## config.mk

```make
export PLATFORM = sky130hd
export DESIGN_NAME = sinc_n_decimator
export DESIGN_NICKNAME = d
export VERILOG_FILES = /design/src/rtl/sinc_n_decimator.sv
export SDC_FILE = /design/constraint.sdc
export NUM_CORES = 1
export LEC_CHECK = 0
export ABC_AREA = 0
export BUFFER_PORTS_ARGS = -buffer_cell sky130_fd_sc_hd__buf_2
export CAP_MARGIN = 10
export CORE_UTILIZATION = 25
export CTS_BUF_LIST = sky130_fd_sc_hd__clkbuf_8
export DETAILED_ROUTE_END_ITERATION = 8
export PLACE_DENSITY_LB_ADDON = 0.15
export REMOVE_ABC_BUFFERS = 1
export SLEW_MARGIN = 15
export SYNTH_ARGS = -nofsm -noshare
export SYNTH_HDL_FRONTEND = slang
export SYNTH_SLANG_ARGS = --single-unit
```

## constraint.sdc

```tcl
create_clock -name clk -period 6.7 [get_ports clk]
set_clock_uncertainty 0.15 [all_clocks]
set_input_delay 0.335 -clock clk [delete_from_list [all_inputs] [get_ports clk]]
set_output_delay 0.335 -clock clk [all_outputs]
set_load 0.1 [all_outputs]
```

## src/rtl/sinc_n_decimator.sv

```systemverilog
// CIC (Hogenauer) decimator: ORDER pipelined integrators running on every enabled
// sample, and an ORDER-stage comb chain evaluated once per decimation window.
module sinc_n_decimator #(
  parameter int ORDER     = 3,
  parameter int IN_WIDTH  = 1,
  parameter int SIGNED_IN = 0,
  parameter int MAX_OSR   = 32,
  parameter int OSR_BITS  = $clog2(MAX_OSR + 1),
  parameter int OUT_WIDTH = IN_WIDTH + ((SIGNED_IN != 0) ? 0 : 1) + ORDER * $clog2(MAX_OSR)
) (
  input  logic                 clk,
  input  logic                 rst,
  input  logic                 en,
  input  logic [IN_WIDTH-1:0]  in,
  input  logic [OSR_BITS-1:0]  osr,
  output logic [OUT_WIDTH-1:0] out,
  output logic                 outValid
);

  logic [OUT_WIDTH-1:0] w_inExt;
  logic [OSR_BITS-1:0]  w_osrClamped;
  logic [OSR_BITS-1:0]  w_osrEff;
  logic [OSR_BITS-1:0]  r_osrEff;
  logic [OSR_BITS-1:0]  r_count;
  logic                 r_osrArmed;
  logic                 w_strobe;
  logic [OUT_WIDTH-1:0] r_integ   [ORDER];
  logic [OUT_WIDTH-1:0] r_combDly [ORDER];
  logic [OUT_WIDTH-1:0] w_combIn  [ORDER];
  logic [OUT_WIDTH-1:0] w_combOut;

  generate
    if (SIGNED_IN != 0) begin : g_signExt
      assign w_inExt = OUT_WIDTH'($signed(in));
    end else begin : g_zeroExt
      assign w_inExt = OUT_WIDTH'(in);
    end
  endgenerate

  always_comb begin
    w_osrClamped = osr;
    if (osr == '0) begin
      w_osrClamped = OSR_BITS'(1);
    end else if (osr > OSR_BITS'(MAX_OSR)) begin
      w_osrClamped = OSR_BITS'(MAX_OSR);
    end
  end

  // The ratio is captured on the first clock after reset rather than loaded
  // asynchronously from a live port; until then the clamped port value is used.
  assign w_osrEff = r_osrArmed ? r_osrEff : w_osrClamped;
  assign w_strobe = en && (r_count == (w_osrEff - OSR_BITS'(1)));

  always_ff @(posedge clk or posedge rst) begin
    if (rst) begin
      r_count    <= '0;
      r_osrEff   <= OSR_BITS'(1);
      r_osrArmed <= 1'b0;
    end else begin
      r_osrArmed <= 1'b1;
      if (!r_osrArmed) begin
        r_osrEff <= w_osrClamped;
      end
      if (w_strobe) begin
        r_count  <= '0;
        r_osrEff <= w_osrClamped;
      end else if (en) begin
        r_count <= r_count + OSR_BITS'(1);
      end
    end
  end

  always_ff @(posedge clk or posedge rst) begin
    if (rst) begin
      for (int k = 0; k < ORDER; k++) begin
        r_integ[k] <= '0;
      end
    end else if (en) begin
      r_integ[0] <= r_integ[0] + w_inExt;
      for (int k = 1; k < ORDER; k++) begin
        r_integ[k] <= r_integ[k] + r_integ[k-1];
      end
    end
  end

  // Differential delay of one window: each stage subtracts its previous input.
  always_comb begin
    w_combOut = r_integ[ORDER-1];
    for (int k = 0; k < ORDER; k++) begin
      w_combIn[k] = w_combOut;
      w_combOut   = w_combOut - r_combDly[k];
    end
  end

  always_ff @(posedge clk or posedge rst) begin
    if (rst) begin
      for (int k = 0; k < ORDER; k++) begin
        r_combDly[k] <= '0;
      end
      out      <= '0;
      outValid <= 1'b0;
    end else begin
      outValid <= w_strobe;
      if (w_strobe) begin
        for (int k = 0; k < ORDER; k++) begin
          r_combDly[k] <= w_combIn[k];
        end
        out <= w_combOut;
      end
    end
  end

endmodule

```

==> run metrics <==
result of the run completed; final critical-path setup slack 1070 ps; count of buffers from port buffering 27; post-CTS resize count 0; total iterations of the first detailed-routing run 4; total of flip-flops plus latches after synthesis 133; die span in x 191 um; overall overflow remaining after global route 0; number of global-route vias before repair 6241; post-DR vias/cell 4.43; post-layout utilization of the core 28.8%; Global Route Usage Sum 10.4%; Setup Fix Bufs, Post-CTS 0; multiplexer fraction of the synthesized cell area 9.05%; critical path endpoint category register; number of hold-slack violations in the final timing report 0; largest net degree at the start of global routing 70; vias after detailed routing 6272; Fmax achieved 178 MHz; hold buffers post-CTS 4; RSZ-0062 raised after global routing no; GP Congestion 0.745; summed negative setup slack over all endpoints 0 ps; CTS Buf Count 17; Synth Area in Compound Gates 15.9%; number of warnings issued by yosys 0; critical path class register to register; setup-violating endpoint count in the final report 0; biggest fanout along the worst timing path 4; async set or reset register ratio after synthesis 100%; insertion delay of the later-clocked pin in the worst-skew pair 460 ps; total DRC errors in the routed layout 0; clock net sink count 133; combinational family with the most area after synthesis compound AO/OA/AOI/OAI gates; share of layout cells above drive strength 1 13.0%; dpl hpwl 12700 um; total wire length 17300 um; number of max-cap violations 0; # IOs 28; most used flip-flop cell after synthesis sky130_fd_sc_hd__dfrtp_1; count of H-tree levels built during CTS 4; synthesized netlist cell count 913; Synth Area in Simple Gates 12.7%; actual transition at the worst max-transition pin 835 ps; post-synthesis area per instance 9.77 um^2; TritonCTS clock tree done; count of cell types in the netlist 74; worst rel slew slack 44.3%; portion of the clock cycle consumed by the worst path in the final layout 84.1%; share of synthesized area occupied by flip-flops and latches 37.3%; vertical extent of the die 191 um; relative area change from synthesis to final layout 12.2%; Hold WC Path Type input port to register; net count reported at finish 1047; time the worst path needs with I/O delays and setup 5630 ps; Routed WL per cell 12.2 um; post-synthesis instance area 8920 um^2; count of flip-flops with a built-in enable after synthesis 0; startpoint type of the worst setup path register; wire length of the first global-routing pass 30600 um; Final Instance Count excl. Fillers 1416; floorplan die area 36400 um^2; data required time of the worst path 6900 ps; Crit path arrival time 5830 ps; Bufs on Longest Clock Path 2; Reg clk slew, reported paths 80 ps; initial detailed-routing violation count 287; CTS Root Buffer Type sky130_fd_sc_hd__clkbuf_8; number of antenna-violating nets in the routed design 0; xor and xnor fraction of the mapped netlist area 8.01%; adder and majority cell fraction of the synthesized area 12.9%; Antenna diodes 0; post-placement cell count 1380; Final Max Tran Viols 0; Initial Utilization 25.6%; worst-case setup slack after placement 997 ps; antenna violations before repair 0; standard-cell rows 68; core outline area 34800 um^2
-- logic make-up after synthesis --
kind of cell | after synthesis
AO/OA/AOI/OAI | 215
XOR/XNOR | 80
adder cells (fa/ha/maj) | 89
buffers and inverters | 91
flip-flops | 133
multiplexers | 72
other | 1
AND/OR/NAND/NOR | 232
-- critical path, cell delays in order, from the launching register on --
cell                        delay (ps)
sky130_fd_sc_hd__dfrtp_1           360
sky130_fd_sc_hd__inv_1              70
sky130_fd_sc_hd__ha_1              230
sky130_fd_sc_hd__fa_1              400
sky130_fd_sc_hd__nand2b_1          180
sky130_fd_sc_hd__a21oi_1           250
sky130_fd_sc_hd__or2_2             170
sky130_fd_sc_hd__a21oi_1            70
sky130_fd_sc_hd__xnor2_1           200
sky130_fd_sc_hd__ha_1              320
sky130_fd_sc_hd__o21a_1            130
sky130_fd_sc_hd__nor2_1            120
sky130_fd_sc_hd__a21oi_2            60
sky130_fd_sc_hd__a21oi_1           220
sky130_fd_sc_hd__xnor2_1           180
sky130_fd_sc_hd__ha_1              310
sky130_fd_sc_hd__a2111oi_1         530
sky130_fd_sc_hd__o21ai_0           230
sky130_fd_sc_hd__a41o_1            310
sky130_fd_sc_hd__o41ai_2           300
sky130_fd_sc_hd__o21bai_1          100
sky130_fd_sc_hd__a21oi_1           160
sky130_fd_sc_hd__xnor3_1           230
sky130_fd_sc_hd__mux2_4            260
-- layout make-up --
type	instances	area, um^2
fill	3694	24800
multi-input combinational	689	5230
sequential	133	3330
tap	455	569
inverter	72	275
clock buffer	18	248
timing repair buffer	35	205
clock inverter	14	155
-- cells in the mapped netlist, types with 3 or more instances --
library cell / count / area, um^2
sky130_fd_sc_hd__nand2b_1: 11 / 68.8
sky130_fd_sc_hd__o21bai_1: 6 / 45.0
sky130_fd_sc_hd__xor2_1: 31 / 272
sky130_fd_sc_hd__nor2_1: 66 / 248
sky130_fd_sc_hd__mux2i_1: 6 / 60.1
sky130_fd_sc_hd__xnor2_1: 48 / 420
sky130_fd_sc_hd__o311ai_0: 3 / 26.3
sky130_fd_sc_hd__fa_1: 5 / 100
sky130_fd_sc_hd__a31oi_1: 7 / 43.8
sky130_fd_sc_hd__a21boi_0: 4 / 30.0
sky130_fd_sc_hd__o211ai_1: 9 / 67.6
sky130_fd_sc_hd__or3_1: 4 / 25.0
sky130_fd_sc_hd__nand4_1: 10 / 62.6
sky130_fd_sc_hd__a21oi_1: 56 / 280
sky130_fd_sc_hd__nand3_1: 12 / 60.1
sky130_fd_sc_hd__nor2b_1: 9 / 56.3
sky130_fd_sc_hd__nand4b_1: 3 / 26.3
sky130_fd_sc_hd__mux2_1: 26 / 293
sky130_fd_sc_hd__ha_1: 84 / 1050
sky130_fd_sc_hd__clkbuf_1: 10 / 37.5
sky130_fd_sc_hd__dfrtp_1: 132 / 3300
sky130_fd_sc_hd__a21o_1: 14 / 105
sky130_fd_sc_hd__nand2_1: 69 / 259
sky130_fd_sc_hd__a41o_1: 3 / 30.0
sky130_fd_sc_hd__o31a_1: 4 / 35.0
sky130_fd_sc_hd__o31ai_1: 7 / 52.6
sky130_fd_sc_hd__o21ai_0: 52 / 260
sky130_fd_sc_hd__nor3_1: 13 / 65.1
sky130_fd_sc_hd__and2_1: 5 / 31.3
sky130_fd_sc_hd__mux2_2: 39 / 439
sky130_fd_sc_hd__and3_1: 7 / 43.8
sky130_fd_sc_hd__o21a_1: 21 / 158
sky130_fd_sc_hd__nor3b_1: 6 / 45.0
sky130_fd_sc_hd__buf_2: 3 / 15.0
sky130_fd_sc_hd__or2_2: 3 / 18.8
sky130_fd_sc_hd__buf_4: 4 / 30.0
sky130_fd_sc_hd__a211oi_1: 5 / 37.5
sky130_fd_sc_hd__inv_1: 69 / 259
-- through the flow --
step	hold WS, ps	instance area, um^2
floorplan	270	8820
global route	42.5	10000
global placement	306	9570
finish	62.9	10000
detailed placement	315	9570
CTS	20.7	10000
-- routing by layer --
metal  global-route usage [%]  routed length, um
met5                        0                  0
met4                     3.42                244
met3                     2.07                357
met2                     18.1               8400
met1                     12.7               8300
-- flip-flops by register name, summed over array words and instances, names as in the netlist --
name,count
outValid,1
r_combDly,51
r_integ,51
out,17
r_osrArmed,1
r_count,6
r_osrEff,6
-- path summary, 6_finish.rpt --
path | slack (ps) | start | endpoint | cells past startpoint
max | 1070 | r_integ[0]$_DFFE_PP0P_ | out[16]$_DFFE_PP0P_ | 23
min reg2reg | 320 | out[10]$_DFFE_PP0P_ | out[10]$_DFFE_PP0P_ | 2
max reg2reg | 1070 | r_integ[0]$_DFFE_PP0P_ | out[16]$_DFFE_PP0P_ | 23
min in group asynchronous | 350 | rst | out[2]$_DFFE_PP0P_ | 3
min | 60 | osr[3] | r_osrEff[3]$_DFF_PP0_ | 3
max in group asynchronous | 4740 | rst | r_combDly[48]$_DFFE_PP0P_ | 4
-- layout by cell type (no fill, tap or decap), drive strengths merged, types with 11 or more instances in the layout --
cell type / instances
o21a: 22
dfrtp: 132
nand2: 69
mux2: 66
o21ai: 53
inv: 72
ha: 84
a21o: 14
nor2: 66
xor2: 31
xnor2: 48
clkbuf: 18
nand3: 12
buf: 31
nor3: 13
nand2b: 11
a21oi: 58
Power is left out: the tool's default activity adds up to more than one toggle a clock period on the data nets, which glitch-free logic cannot reach.
